$ cat src/rtl/hdmi_i2c_config.sv
// Writes a {reg_addr,data} table to the HDMI transmitter over I2C once the config PLL locks.
// Bit-banged master: four quarter phases per SCL bit, SDA moves only while SCL is low.
module hdmi_i2c_config #(
    parameter int unsigned CLK_FREQ_HZ = 10_000_000,
    parameter int unsigned I2C_FREQ_HZ = 100_000,
    parameter logic [6:0]  DEV_ADDR    = 7'h59,
    parameter int unsigned REG_AW      = 16,
    parameter int unsigned TBL_DEPTH   = 64,
    parameter int unsigned PWR_DLY_CYC = 100_000,
    parameter int unsigned MAX_RETRY   = 3
) (
    input  logic              clk,
    input  logic              rstn,
    input  logic              pll_lock,
    output logic [7:0]        tbl_idx,
    input  logic [REG_AW+7:0] tbl_data,
    output logic              scl,
    output logic              sda_o,
    output logic              sda_oe,
    input  logic              sda_i,
    output logic              cfg_busy,
    output logic              cfg_done,
    output logic              cfg_err
);

    localparam int unsigned QDIV   = CLK_FREQ_HZ / (4 * I2C_FREQ_HZ);
    localparam int unsigned QW     = (QDIV > 1) ? $clog2(QDIV) : 1;
    localparam int unsigned DW     = (PWR_DLY_CYC > 1) ? $clog2(PWR_DLY_CYC + 1) : 1;
    localparam int unsigned RW     = (MAX_RETRY > 0) ? $clog2(MAX_RETRY + 1) : 1;
    localparam int unsigned SW     = REG_AW + 16;
    localparam int unsigned NBYTES = REG_AW / 8 + 2;

    localparam logic [QW-1:0] QMAX      = QW'(QDIV - 1);
    localparam logic [DW-1:0] DMAX      = DW'(PWR_DLY_CYC - 1);
    localparam logic [RW-1:0] RMAX      = RW'(MAX_RETRY);
    localparam logic [7:0]    LAST_IDX  = 8'(TBL_DEPTH - 1);
    localparam logic [1:0]    LAST_BYTE = 2'(NBYTES - 1);

    localparam logic [3:0] S_IDLE    = 4'd0;
    localparam logic [3:0] S_PWR_DLY = 4'd1;
    localparam logic [3:0] S_START   = 4'd2;
    localparam logic [3:0] S_SEND    = 4'd3;
    localparam logic [3:0] S_ACK     = 4'd4;
    localparam logic [3:0] S_STOP    = 4'd5;
    localparam logic [3:0] S_NEXT    = 4'd6;
    localparam logic [3:0] S_DONE    = 4'd7;
    localparam logic [3:0] S_ERR     = 4'd8;

    logic [3:0]    state;
    logic          lock_m;
    logic          lock_s;
    logic [QW-1:0] qcnt;
    logic [1:0]    phase;
    logic [2:0]    bit_cnt;
    logic [1:0]    byte_cnt;
    logic [DW-1:0] dly_cnt;
    logic [RW-1:0] retry_cnt;
    logic [SW-1:0] shreg;
    logic          nack;
    logic          tick;
    logic          bit_end;
    logic          running;
    logic          bit_state;

    assign tick      = (qcnt == QMAX);
    assign bit_end   = tick && (phase == 2'd3);
    assign running   = (state != S_IDLE) && (state != S_DONE) && (state != S_ERR);
    assign bit_state = (state == S_START) || (state == S_SEND) || (state == S_ACK) ||
                       (state == S_STOP) || (state == S_NEXT);

    always_ff @(posedge clk) begin
        if (!rstn) begin
            state     <= S_IDLE;
            lock_m    <= 1'b0;
            lock_s    <= 1'b0;
            qcnt      <= '0;
            phase     <= '0;
            bit_cnt   <= '0;
            byte_cnt  <= '0;
            dly_cnt   <= '0;
            retry_cnt <= '0;
            shreg     <= '0;
            nack      <= 1'b0;
            tbl_idx   <= '0;
        end else begin
            lock_m <= pll_lock;
            lock_s <= lock_m;
            if (running && !lock_s) begin
                // Lost lock: drop the bus and start over from entry 0 once lock returns.
                state     <= S_IDLE;
                qcnt      <= '0;
                phase     <= '0;
                bit_cnt   <= '0;
                byte_cnt  <= '0;
                dly_cnt   <= '0;
                retry_cnt <= '0;
                nack      <= 1'b0;
                tbl_idx   <= '0;
            end else begin
                if (bit_state) begin
                    qcnt <= tick ? '0 : qcnt + 1'b1;
                    if (tick) phase <= phase + 2'd1;
                end else begin
                    qcnt  <= '0;
                    phase <= '0;
                end
                case (state)
                    S_IDLE: begin
                        if (lock_s) begin
                            state   <= S_PWR_DLY;
                            dly_cnt <= '0;
                        end
                    end
                    S_PWR_DLY: begin
                        if (dly_cnt == DMAX) state <= S_START;
                        else dly_cnt <= dly_cnt + 1'b1;
                    end
                    S_START: begin
                        if (bit_end) begin
                            state    <= S_SEND;
                            shreg    <= {DEV_ADDR, 1'b0, tbl_data};
                            bit_cnt  <= '0;
                            byte_cnt <= '0;
                            nack     <= 1'b0;
                        end
                    end
                    S_SEND: begin
                        if (bit_end) begin
                            shreg   <= shreg << 1;
                            bit_cnt <= bit_cnt + 3'd1;
                            if (bit_cnt == 3'd7) state <= S_ACK;
                        end
                    end
                    S_ACK: begin
                        // Sample at the centre of the SCL high phase.
                        if (tick && (phase == 2'd1)) nack <= sda_i;
                        if (bit_end) begin
                            if (nack || (byte_cnt == LAST_BYTE)) begin
                                state <= S_STOP;
                            end else begin
                                byte_cnt <= byte_cnt + 2'd1;
                                state    <= S_SEND;
                            end
                        end
                    end
                    S_STOP: begin
                        if (bit_end) begin
                            if (!nack) begin
                                retry_cnt <= '0;
                                state     <= (tbl_idx == LAST_IDX) ? S_DONE : S_NEXT;
                            end else if (retry_cnt == RMAX) begin
                                state <= S_ERR;
                            end else begin
                                retry_cnt <= retry_cnt + 1'b1;
                                state     <= S_NEXT;
                            end
                        end
                    end
                    S_NEXT: begin
                        if (bit_end) begin
                            if (!nack) tbl_idx <= tbl_idx + 8'd1;
                            state <= S_START;
                        end
                    end
                    S_DONE, S_ERR: ;
                    default: state <= S_IDLE;
                endcase
            end
        end
    end

    always_comb begin
        scl    = 1'b1;
        sda_oe = 1'b0;
        case (state)
            S_START: begin
                scl    = (phase != 2'd3);
                sda_oe = (phase != 2'd0);
            end
            S_SEND: begin
                scl    = (phase == 2'd1) || (phase == 2'd2);
                sda_oe = ~shreg[SW-1];
            end
            S_ACK: begin
                scl    = (phase == 2'd1) || (phase == 2'd2);
                sda_oe = 1'b0;
            end
            S_STOP: begin
                scl    = (phase != 2'd0);
                sda_oe = ~phase[1];
            end
            default: ;
        endcase
    end

    assign sda_o    = 1'b0;
    assign cfg_busy = running;
    assign cfg_done = (state == S_DONE);
    assign cfg_err  = (state == S_ERR);

endmodule

$ cat config.mk
export PLATFORM = sky130hd
export DESIGN_NAME = hdmi_i2c_config
export DESIGN_NICKNAME = d
export VERILOG_FILES = /design/src/rtl/hdmi_i2c_config.sv
export SDC_FILE = /design/constraint.sdc
export NUM_CORES = 1
export LEC_CHECK = 0
export ABC_AREA = 1
export BUFFER_PORTS_ARGS = -buffer_cell sky130_fd_sc_hd__clkbuf_2
export CORE_ASPECT_RATIO = 0.6
export CORE_MARGIN = 3
export CORE_UTILIZATION = 64
export DETAILED_ROUTE_END_ITERATION = 10
export PLACE_DENSITY = 0.89
export SLEW_MARGIN = 20
export SYNTH_ARGS = -nofsm -noshare
export SYNTH_HDL_FRONTEND = slang
export SYNTH_SLANG_ARGS = --single-unit
$ cat constraint.sdc
create_clock -name clk -period 2.7 [get_ports clk]
set_input_delay 0.405 -clock clk [delete_from_list [all_inputs] [get_ports clk]]
set_output_delay 0.405 -clock clk [all_outputs]
set_load 0.005 [all_outputs]
==> results.py <==
metrics = {
    "grt": {
        "antenna_found_initial": 0,
        "grt_max_degree": 34,
        "grt_usage_pct": 25.30,
        "grt_pass1_vias": 3408,
        "gr-total-overflow": 0,
        "grt_pass1_wl_um": 15630,
    },
    "clock_tree": {
        "cts_made_buffers": 9,
        "tritoncts": "done",
        "cts_setup_buffers": 0,
        "cts.clk_slew.worst_paths_ns": 0.07,
        "clk_latency_ns": 0.36,
        "cts.sinks": 78,
        "clock-root-buffer": "clkbuf_8",
        "cts_htree_levels": 3,
        "cts_resized": 0,
        "cts_max_path_buffers": 2,
        "hold_buffers": 0,
    },
    "timing": {
        "worstMarginPinSlew_ns": 0.6607,
        "hold_ws_ns": 0.2275,
        "rsz0062_at_grt": "no",
        "slew_viol_final": 0,
        "slew_headroom_pct": 55.85,
        "fmax_mhz": 421.3,
        "min_period_ns": 2.374,
        "fin_crit_sh_pct": 87.92,
        "timing.final.setup_violations": 0,
        "finalHoldViolCount": 0,
        "fin_skew_ns": 0.005372,
        "finalSetupTns_ns": 0,
    },
    "drt": {
        "wire_per_inst_um": 12.54,
        "drtIter0Drc": 433,
        "vias_per_cell": 5.328,
        "dr.pass1.iters": 5,
        "wirelength_um": 9456,
        "vias": 4017,
        "remaining_drc_errors": 0,
        "drt.antenna.violating_nets": 0,
    },
    "synthesis": {
        "yosysWarnings": 0,
        "ys_ff_latch": 78,
        "synth_area_per_cell_um2": 6.694,
        "syn_inst": 632,
        "syn-num-nets": 671,
        "ys_types": 36,
        "ys_seq_area_share_pct": 36.91,
        "synth_area_mm2": 0.004230,
    },
    "critical_path": {
        "startpoint_type": "register",
        "crit_required_ns": 2.30,
        "cpPeakStageDelay_ns": 0.37,
        "cp_slowest_cell": "nor2_1",
        "crit_path_end_kind": "output port",
        "cp_num_buf_inv": 3,
        "crit_family": "simple AND/OR/NAND/NOR gates",
        "path_cells": "inv_1, nand2_1, nor2_1, inv_1, nand3_1, o2111ai_1, clkbuf_2",
        "cpMostUsedCell": "inv_1",
        "critPathArrivalTime_ns": 1.97,
        "criticalPathCategory": "reg -> out",
        "path_max_fanout": 6,
    },
    "final_layout": {
        "nets": 705,
        "antenna_cells": 0,
        "final_common_cell": "nand2_1",
        "final_area_mm2": 0.004607,
        "areaGrowthSynthToFinish_pct": 8.903,
        "seqCellArea_mm2": 0.001562,
        "final_util_pct": 73.73,
        "fillers": 513,
        "drive_gt1_share_pct": 13.58,
        "layout_common_cells": "nand2_1, nor2_1, dfxtp_1, inv_1, nand3_1",
        "multi_input_area_mm2": 0.002307,
    },
    "place": {
        "dpl_cell_area_mm2": 0.004420,
        "gp_congestion": 0.9080,
        "port_buffers": 40,
        "detailed_place_hpwl_um": 6659,
    },
    "run_status": {
        "status": "finished clean",
    },
    "pwr": {
        "p_leak_uw": 0.001965,
        "power_density_mw_per_mm2": 590.8,
        "peakVddDrop_uv": 419.2,
    },
    "min_path": {
        "min_path_type": "in -> reg",
    },
    "die": {
        "io_pins": 42,
        "dieArea_mm2": 0.007653,
        "start_util_pct": 67.70,
        "coreArea_mm2": 0.006248,
        "fp.dieW_um": 111.0,
        "rows": 22,
        "chipHeight_um": 68.98,
    },
    "flow_run": {
        "cap_violations": 0,
    },
}
[cell usage after synthesis (all sizes together)]
| cell | n | area, um2 |
|---|---|---|
| nand2 | 181 | 734.5 |
| nor2 | 114 | 475.5 |
| dfxtp | 78 | 1562 |
| inv | 59 | 224.0 |
| nand3 | 44 | 220.2 |
| a21oi | 38 | 190.2 |
| o21ai | 37 | 188.9 |
| nor3 | 18 | 106.4 |
| buf | 15 | 118.9 |
| ha | 11 | 137.6 |
| xor2 | 10 | 87.58 |
| nand4 | 7 | 58.81 |
| clkbuf | 5 | 18.77 |
| or2 | 5 | 31.28 |
| and2 | 2 | 12.51 |
| xnor2 | 2 | 17.52 |
| a211oi | 1 | 7.510 |
| conb | 1 | 3.750 |
| o2111ai | 1 | 8.760 |
| o211a | 1 | 10.01 |
| o21bai | 1 | 7.510 |
| o221ai | 1 | 8.760 |
[per-layer routing]
metal | global-route usage, % | vias up | share of wire [%] | routed length (um)
met5 | 0 | - | 0 | 0
met4 | 9.677 | 0 | 1.7 | 163
met3 | 6.364 | 21 | 6.9 | 656
met2 | 39.27 | 137 | 43 | 4023
met1 | 34.39 | 1788 | 49 | 4612
li1 | - | 2071 | - | -
[kinds of logic (layout without fill, tap and decap cells)]
group,count (synthesis),count (layout),synth area share [%]
DFF,78,78,36.91
other,1,1,0.08865
buffers and inverters,79,117,8.548
and+or+nand+nor,371,371,38.75
adders and majority gates,11,11,3.253
AOI/OAI and AO/OA,80,80,9.968
xor gates and xnor gates,12,12,2.484
[area by class of cell]
class	instances	area share, %
well taps	84	2.281
flip-flops and latches	78	33.89
inverters	59	4.861
repair buffers	43	4.834
multi-input cells	475	50.08
clock buffers	15	4.047
[per-stage QoR]
stage / worst slack [ns] / power, uW / instances
3_3_place_gp: 0.8091 / 1889 / 739
6_report: 0.3261 / 2722 / 754
2_1_floorplan: 1.085 / 1752 / 632
5_1_grt: 0.1908 / 2869 / 754
4_1_cts: 0.3271 / 2728 / 754
3_5_place_dp: 0.7027 / 1900 / 739
[registers in the layout (all words and copies together), names as in the netlist]
register / cells
lock_s: 1
lock_m: 1
byte_cnt: 2
nack: 1
shreg: 32
retry_cnt: 2
bit_cnt: 3
state: 4
qcnt: 5
dly_cnt: 17
tbl_idx: 8
phase: 2
[worst min-delay path: cells and delay by family]
family | cells | cell delay, ns
buffers and inverters | 2 | 0.12
AND/OR/NAND/NOR | 1 | 0.04
[worst paths after layout]
check	slack, ns	startpoint	end	cells after the start
worst max-delay path	0.33	state[0]	scl	7
worst min-delay path	0.23	pll_lock	lock_m	3
worst max register to register	0.69	phase[0]	shreg[26]	7
worst min register to register	0.41	lock_m	lock_s	2
[power breakdown]
group / total, uW / internal (uW) / switching, uW / leakage (uW)
sequential: 1200 / 1170 / 25.9 / 0.000629
clock: 837 / 431 / 406 / 0.0000958
combinational: 685 / 198 / 486 / 0.00124
total: 2720 / 1800 / 918 / 0.00196
Power figures use the tool's default switching activity.
